File: config.mk
export PLATFORM = sky130hd
export DESIGN_NAME = kamikaze_decode
export DESIGN_NICKNAME = d
export VERILOG_FILES = /design/src/rtl/kamikaze_decode_pkg.sv /design/src/rtl/kamikaze_decode_imm.sv /design/src/rtl/kamikaze_decode.sv
export SDC_FILE = /design/constraint.sdc
export NUM_CORES = 1
export LEC_CHECK = 0
export CORE_UTILIZATION = 41
export CTS_CLUSTER_SIZE = 14
export DETAILED_ROUTE_END_ITERATION = 6
export GPL_ROUTABILITY_DRIVEN = 0
export PLACE_DENSITY = 0.76
export REMOVE_ABC_BUFFERS = 1
export SLEW_MARGIN = 20
export SYNTH_ARGS = -nofsm -noshare
export SYNTH_HDL_FRONTEND = slang
export SYNTH_HIERARCHICAL = 1
export SYNTH_SLANG_ARGS = --single-unit
File: constraint.sdc
create_clock -name clk_i -period 1.9 [get_ports clk_i]
set_input_delay 0.38 -clock clk_i [delete_from_list [all_inputs] [get_ports clk_i]]
set_output_delay 0.38 -clock clk_i [all_outputs]
set_load 0.1 [all_outputs]
File: src/rtl/kamikaze_decode_pkg.sv
// Shared definitions for the kamikaze decode stage: RV32I major opcodes,
// immediate formats and the decoded-instruction record held in the D/E register.
package kamikaze_defs;

   localparam logic [4:0] OPC_LOAD     = 5'b00000;
   localparam logic [4:0] OPC_MISC_MEM = 5'b00011;
   localparam logic [4:0] OPC_OP_IMM   = 5'b00100;
   localparam logic [4:0] OPC_AUIPC    = 5'b00101;
   localparam logic [4:0] OPC_STORE    = 5'b01000;
   localparam logic [4:0] OPC_OP       = 5'b01100;
   localparam logic [4:0] OPC_LUI      = 5'b01101;
   localparam logic [4:0] OPC_BRANCH   = 5'b11000;
   localparam logic [4:0] OPC_JALR     = 5'b11001;
   localparam logic [4:0] OPC_JAL      = 5'b11011;
   localparam logic [4:0] OPC_SYSTEM   = 5'b11100;

   localparam logic [1:0] QUAD_32BIT   = 2'b11;

   typedef enum logic [2:0] {
      IMM_NONE,
      IMM_I,
      IMM_S,
      IMM_B,
      IMM_U,
      IMM_J
   } imm_fmt_e;

   typedef struct packed {
      logic [31:0] pc;
      logic [31:0] ir;
      logic [31:0] link_pc;
      logic [31:0] imm;
      logic [4:0]  rs1;
      logic [4:0]  rs2;
      logic [4:0]  rd;
      logic [4:0]  opcode;
      logic [2:0]  fun3;
      logic        alt;
      logic        rd_write;
      logic        is_load;
      logic        is_store;
      logic        is_branch;
      logic        is_jal;
      logic        is_jalr;
      logic        illegal;
   } dec_t;

   function automatic imm_fmt_e imm_fmt(input logic [4:0] opc);
      imm_fmt_e fmt;
      case (opc)
         OPC_LOAD, OPC_OP_IMM, OPC_JALR, OPC_SYSTEM: fmt = IMM_I;
         OPC_STORE:                                  fmt = IMM_S;
         OPC_BRANCH:                                 fmt = IMM_B;
         OPC_LUI, OPC_AUIPC:                         fmt = IMM_U;
         OPC_JAL:                                    fmt = IMM_J;
         default:                                    fmt = IMM_NONE;
      endcase
      return fmt;
   endfunction

endpackage

File: src/rtl/kamikaze_decode_imm.sv
// Immediate extraction for a 32-bit RV32I instruction word; purely combinational.
module kamikaze_decode_imm
   import kamikaze_defs::*;
(
   input  logic [31:0] ir_i,
   output logic [31:0] imm_o
);

   imm_fmt_e fmt;

   // Words that are not 32-bit encodings carry no immediate.
   always_comb begin
      fmt = IMM_NONE;
      if (ir_i[1:0] == QUAD_32BIT) begin
         fmt = imm_fmt(ir_i[6:2]);
      end
   end

   always_comb begin
      imm_o = '0;
      case (fmt)
         IMM_I:   imm_o = {{20{ir_i[31]}}, ir_i[31:20]};
         IMM_S:   imm_o = {{20{ir_i[31]}}, ir_i[31:25], ir_i[11:7]};
         IMM_B:   imm_o = {{19{ir_i[31]}}, ir_i[31], ir_i[7], ir_i[30:25], ir_i[11:8], 1'b0};
         IMM_U:   imm_o = {ir_i[31:12], 12'b0};
         IMM_J:   imm_o = {{11{ir_i[31]}}, ir_i[31], ir_i[19:12], ir_i[20], ir_i[30:21], 1'b0};
         default: imm_o = '0;
      endcase
   end

endmodule

File: src/rtl/kamikaze_decode.sv
// RV32I decode stage: decodes the fetch word into the D/E pipeline register,
// detects load-use hazards and stalls fetch.
module kamikaze_decode
   import kamikaze_defs::*;
(
   input  logic        clk_i,
   input  logic        rst_i,
   input  logic        f_valid_i,
   input  logic [31:0] f_ir_i,
   input  logic [31:0] f_pc_i,
   input  logic        f_is_compressed_i,
   output logic        f_stall_o,
   input  logic        d_stall_i,
   input  logic        d_kill_i,
   output logic [4:0]  rf_rs1_o,
   output logic [4:0]  rf_rs2_o,
   output logic        d_valid_o,
   output logic [31:0] d_pc_o,
   output logic [31:0] d_ir_o,
   output logic [31:0] d_link_pc_o,
   output logic [4:0]  d_rs1_o,
   output logic [4:0]  d_rs2_o,
   output logic [4:0]  d_rd_o,
   output logic [4:0]  d_opcode_o,
   output logic [2:0]  d_fun3_o,
   output logic        d_alt_o,
   output logic [31:0] d_imm_o,
   output logic        d_rd_write_o,
   output logic        d_is_load_o,
   output logic        d_is_store_o,
   output logic        d_is_branch_o,
   output logic        d_is_jal_o,
   output logic        d_is_jalr_o,
   output logic        d_illegal_o
);

   dec_t        dec_q, dec_d, dec_new;
   logic        valid_q, valid_d;
   logic [31:0] imm;
   logic [4:0]  opc;
   logic        quad_ok;
   logic        uses_rs1, uses_rs2;
   logic        hz;

   kamikaze_decode_imm u_imm (
      .ir_i  (f_ir_i),
      .imm_o (imm)
   );

   assign rf_rs1_o = f_ir_i[19:15];
   assign rf_rs2_o = f_ir_i[24:20];

   assign opc     = f_ir_i[6:2];
   assign quad_ok = (f_ir_i[1:0] == QUAD_32BIT);

   always_comb begin
      dec_new           = '0;
      dec_new.pc        = f_pc_i;
      dec_new.ir        = f_ir_i;
      dec_new.link_pc   = f_pc_i + (f_is_compressed_i ? 32'd2 : 32'd4);
      dec_new.imm       = imm;
      dec_new.rs1       = f_ir_i[19:15];
      dec_new.rs2       = f_ir_i[24:20];
      dec_new.rd        = f_ir_i[11:7];
      dec_new.opcode    = opc;
      dec_new.fun3      = f_ir_i[14:12];
      dec_new.alt       = f_ir_i[30];
      dec_new.is_load   = quad_ok & (opc == OPC_LOAD);
      dec_new.is_store  = quad_ok & (opc == OPC_STORE);
      dec_new.is_branch = quad_ok & (opc == OPC_BRANCH);
      dec_new.is_jal    = quad_ok & (opc == OPC_JAL);
      dec_new.is_jalr   = quad_ok & (opc == OPC_JALR);
      dec_new.rd_write  = (f_ir_i[11:7] != 5'd0) & ~dec_new.is_store & ~dec_new.is_branch;
      dec_new.illegal   = ~quad_ok |
                          ~(opc inside {OPC_LOAD, OPC_STORE, OPC_BRANCH, OPC_JAL, OPC_JALR,
                                        OPC_OP, OPC_OP_IMM, OPC_LUI, OPC_AUIPC,
                                        OPC_MISC_MEM, OPC_SYSTEM});
   end

   // Source-use is judged on the major opcode alone, so an illegal word can still interlock.
   always_comb begin
      uses_rs1 = ~(opc inside {OPC_LUI, OPC_AUIPC, OPC_JAL});
      uses_rs2 = opc inside {OPC_STORE, OPC_BRANCH, OPC_OP};
      hz = valid_q & dec_q.is_load & (dec_q.rd != 5'd0) & f_valid_i &
           ((uses_rs1 & (f_ir_i[19:15] == dec_q.rd)) |
            (uses_rs2 & (f_ir_i[24:20] == dec_q.rd)));
   end

   assign f_stall_o = d_stall_i | hz;

   always_comb begin
      valid_d = valid_q;
      dec_d   = dec_q;
      if (d_kill_i) begin
         valid_d = 1'b0;
      end else if (!d_stall_i) begin
         if (hz) begin
            valid_d = 1'b0;
         end else begin
            valid_d = f_valid_i;
            dec_d   = dec_new;
         end
      end
   end

   always_ff @(posedge clk_i or negedge rst_i) begin
      if (!rst_i) begin
         valid_q <= 1'b0;
         dec_q   <= '0;
      end else begin
         valid_q <= valid_d;
         dec_q   <= dec_d;
      end
   end

   assign d_valid_o     = valid_q;
   assign d_pc_o        = dec_q.pc;
   assign d_ir_o        = dec_q.ir;
   assign d_link_pc_o   = dec_q.link_pc;
   assign d_rs1_o       = dec_q.rs1;
   assign d_rs2_o       = dec_q.rs2;
   assign d_rd_o        = dec_q.rd;
   assign d_opcode_o    = dec_q.opcode;
   assign d_fun3_o      = dec_q.fun3;
   assign d_alt_o       = dec_q.alt;
   assign d_imm_o       = dec_q.imm;
   assign d_rd_write_o  = dec_q.rd_write;
   assign d_is_load_o   = dec_q.is_load;
   assign d_is_store_o  = dec_q.is_store;
   assign d_is_branch_o = dec_q.is_branch;
   assign d_is_jal_o    = dec_q.is_jal;
   assign d_is_jalr_o   = dec_q.is_jalr;
   assign d_illegal_o   = dec_q.illegal;

endmodule
==> results by group <==
Final layout
  • Area taken by multi-input logic gates: ~0.0031 sq mm
  • Share of cells above drive strength 1: 55.8%
  • Filler instances: approximately 1100
  • Sequential Area: 0.00338 sq mm
  • Final non-filler cell total: 1081
  • Ant. Diodes: 0
  • Nets@finish: roughly 930
  • Layout area overhead: 65.9%

Critical path
  • CP top delay family: buffers and inverters
  • R2R depth: 9
  • CP max stage delay: approximately 0.47 ns
  • Reg2Reg Launch Point: d_ir_o[7]$_DFFE_PN0P_
  • Max FO, Critical Path: 2
  • Crit path buf inv count: 3
  • Critical Path RT: between 1.5 and 2 ns
  • CP max-delay cell: clkdlybuf4s50_1
  • Worst reg2reg path endpoint: d_ir_o[18]$_DFFE_PN0P_
  • Critical Path AT: ~2.2 ns
  • Reg2reg setup slack: -0.46 ns
  • Critical path launch point type: input port
  • Crit Path Category: in2out
  • Cell Chain, Critical Path: clkdlybuf4s50_1 > xor2_1 > nor4_1 > nand4_1 > a21o_2 > buf_6 > nand2b_4 > buf_12
  • Worst Setup End Kind: output pin

STA
  • Post-layout minimum cycle time: ~2.5 ns
  • Worst-Margin Slew: between 1 and 1.5 ns
  • Count of final setup violators: between 100 and 150
  • Tcrit/Tclk final: 133%
  • RSZ-0062 raised after global routing: true
  • Worst setup margin: -0.631 ns
  • Relative slew slack: between 20 and 30%
  • Fin. Hold Viols: 0
  • Max Fclk: just under 0.4 GHz
  • Final Skew: 0.00887 ns
  • Final Max Slew Viols: 0

Route
  • DRC errors left: 0
  • DRT iter0 DRCs: a little over 300
  • Routed vias/inst: between 5 and 6
  • Final ANT Viol Nets: 0
  • 1st-pass router iterations: 4
  • DR WL/cell: 19.6 um
  • DRT Wirelength: between 20 and 25 mm
  • Total number of vias: around 5600

Synthesis
  • Synth warn: 6
  • Post-Syn Area per Cell: roughly 13 sq um
  • Syn Std Cell Area: approximately 0.007 sq mm
  • Cells taking the most area after synthesis: dfrtp_1, mux2_4, mux2_2
  • Post-synth EDFFs: 0
  • Count leader, synth: dfrtp_1
  • Cells after Synth: about 520
  • Sequential area share after synthesis: approximately half
  • Post-synthesis cell type count: approximately 50
  • Top FF cell, synth: dfrtp_1
  • Share of the synthesized area in the top cell type: roughly half
  • Top post-synthesis cells by count: dfrtp_1, mux2_2, mux2_4, buf_4, nand2_1
  • Number of synthesized register bits: 135
  • Largest area contributor in the netlist: dfrtp_1
  • Async S/R FF share, synth: between 90% and 100%

Pwr
  • P_leak: around 5.6 nW
  • Part of the power in combinational logic: roughly 44%
  • Share of power burned in registers: roughly 28%
  • Int Power: between 7 and 8 mW
  • Sw frac: 43.8%
  • Total Power: 12.6 mW
  • PwrDens: approximately 1100 mW/mm^2
  • Psw: 5.54 mW
  • Clk network pwr share: 28.1%
  • Maximum VDD drop: 0.677 mV

Floorplanning
  • Area of the die: 0.0172 sq mm
  • Placeable Area: 0.0161 sq mm
  • # rows: 46
  • DIE WIDTH: roughly 130 um
  • Initial core utilization: between 40% and 50%
  • Die Ht: 131 um
  • I/O pin cnt: 241

Place
  • Number of port buffers: 240
  • Placed cells: 1017
  • Place WS: -0.854 ns
  • Post-DP HPWL: 14.2 mm

Clocking
  • Number of buffers created by CTS: 17
  • CTS tree: built
  • Clock buffer depth: 2
  • Clock transition at path regs: ~0.060 ns
  • H-tree levels: 4
  • CTS root buffer: clkbuf_16
  • Clock sink total: 135
  • Clock Latency Late Sink: approximately 0.42 ns

Run status
  • Status: finished with violations
  • Violated checks: setup timing

Global route
  • Largest net degree at the start of global routing: 51
  • Total congestion overflow: 0
  • Initial antenna violation count: 0
  • Number of global-route vias before repair: 5875
  • First-pass GRT wire length: roughly 32 mm
  • Total GRT Usage: roughly 25%

Run
  • Max cap viols: 0

Min path
  • Worst hold path cell count: 2
  • Worst hold start: f_pc_i[2]
  • Hold/Removal Path Class: in2reg
  • Hold Path Sink: d_pc_o[2]$_DFFE_PN0P_
==> what timing repair did <==
action                                  in CTS  in global routing
resized for setup                           36                 31
hold endpoints to repair                    38                  0
pin swaps                                   11                  8
endpoints found under the setup margin     135                135
hold buffers                                 1                  0
buffers inserted                            15                  5
cloned                                      15                  0
==> worst max path at each step <==
stage	start	end	slack, ns	cells past startpoint
detailed placement	f_ir_i[5]	d_pc_o[12]$_DFFE_PN0P_	-0.85	8
global route	d_ir_o[9]$_DFFE_PN0P_	f_stall_o	-0.72	7
finish	f_ir_i[15]	f_stall_o	-0.63	8
global placement	f_pc_i[1]	d_link_pc_o[21]$_DFFE_PN0P_	-0.80	9
floorplan	d_ir_o[8]$_DFFE_PN0P_	d_fun3_o[0]$_DFFE_PN0P_	-3.02	6
CTS	d_ir_o[7]$_DFFE_PN0P_	f_stall_o	-0.55	7
==> cell type report <==
cell class	count	share of cell area [%]
Timing Repair Buffer	361	34.2
Clock inverter	13	1.57
Sequential cell	135	29.9
Tap cell	216	2.39
Clock buffer	19	4.00
Inverter	7	0.232
Multi-Input combinational cell	330	27.8
==> cells by family (layout without fill, tap and decap cells) <==
logic type / count (synthesis) / after routing / synth area share, %
DFF: 135 / 135 / 49.5
muxes: 134 / 134 / 25.3
and+or+nand+nor: 110 / 112 / 8.65
buffers and inverters: 60 / 400 / 6.29
AOI/OAI and AO/OA: 41 / 41 / 4.44
xor gates and xnor gates: 40 / 40 / 5.13
adders and majority gates: 3 / 3 / 0.660
==> state kept, by name (all words and copies together) (netlist names) <==
| signal | cells |
|---|---|
| d_ir_o | 30 |
| d_pc_o | 32 |
| d_is_store_o | 1 |
| d_rd_write_o | 1 |
| d_is_jalr_o | 1 |
| d_illegal_o | 1 |
| d_is_load_o | 1 |
| d_is_branch_o | 1 |
| d_is_jal_o | 1 |
| d_imm_o | 32 |
| d_fun3_o | 2 |
| d_valid_o | 1 |
| d_link_pc_o | 31 |
==> cells in the final DEF (no fill, tap or decap), types with 3 or more instances in the layout <==
| cell | n |
|---|---|
| buf_4 | 214 |
| a21oi_1 | 4 |
| nor2_1 | 17 |
| and3_1 | 6 |
| dlygate4sd2_1 | 5 |
| mux2_2 | 70 |
| dfrtp_2 | 3 |
| buf_8 | 3 |
| clkdlybuf4s50_1 | 59 |
| inv_1 | 7 |
| o21ai_0 | 7 |
| nand4_1 | 7 |
| dlymetal6s2s_1 | 4 |
| nand2_8 | 3 |
| buf_6 | 9 |
| xor2_1 | 19 |
| a21o_1 | 19 |
| bufinv_16 | 4 |
| dfrtp_1 | 132 |
| nand3_1 | 14 |
| clkinv_2 | 5 |
| clkbuf_16 | 17 |
| nor4_1 | 4 |
| mux2_4 | 63 |
| buf_16 | 14 |
| and2_1 | 7 |
| nand2_1 | 28 |
| nor3_1 | 4 |
| buf_12 | 52 |
| xnor2_1 | 20 |
==> power groups by stage <==
stage	Sequential, mW	Clock [mW]	Combinational [mW]
2_1_floorplan	6.53	0	0.641
3_3_place_gp	3.51	0	5.36
4_1_cts	3.49	3.62	5.58
5_1_grt	3.53	3.72	5.73
6_report	3.49	3.55	5.59
3_5_place_dp	3.53	0	5.41
==> metal layers <==
layer / part of all wire (%) / up-vias / GRT usage (%) / wire length [um]
met5: 0 / - / 0 / 0
met4: 3.4 / 0 / 12.0 / 719
met3: 5.8 / 53 / 5.74 / 1230
met2: 52 / 225 / 45.5 / 11100
met1: 39 / 2797 / 28.4 / 8170
li1: - / 2485 / - / -
==> per-stage QoR <==
| stage | instance area (sq um) | hold slack (ns) | setup TNS (ns) | utilization (%) |
|---|---|---|---|---|
| 2_1_floorplan | 6420 | 0.0844 | -400.67 | - |
| 5_1_grt | 11300 | 0.353 | -65.30 | 70.5 |
| 3_5_place_dp | 10000 | 0.332 | -109.44 | 62.3 |
| 4_1_cts | 11300 | 0.349 | -58.42 | 70.1 |
| 6_report | 11300 | 0.343 | -56.94 | 70.5 |
| 3_3_place_gp | 10000 | 0.330 | -103.56 | 62.3 |
==> worst reg2reg max path, stage by stage, from the launching register on <==
cell and delay (ns):
dfrtp_2 0.45, xor2_1 0.18, nor4_1 0.30, nand4_1 0.16, a21o_2 0.27, buf_8 0.15
buf_12 0.13, nand2_8 0.11, buf_16 0.16, mux2_2 0.33
Note: power is estimated with default switching activity, not from simulation.
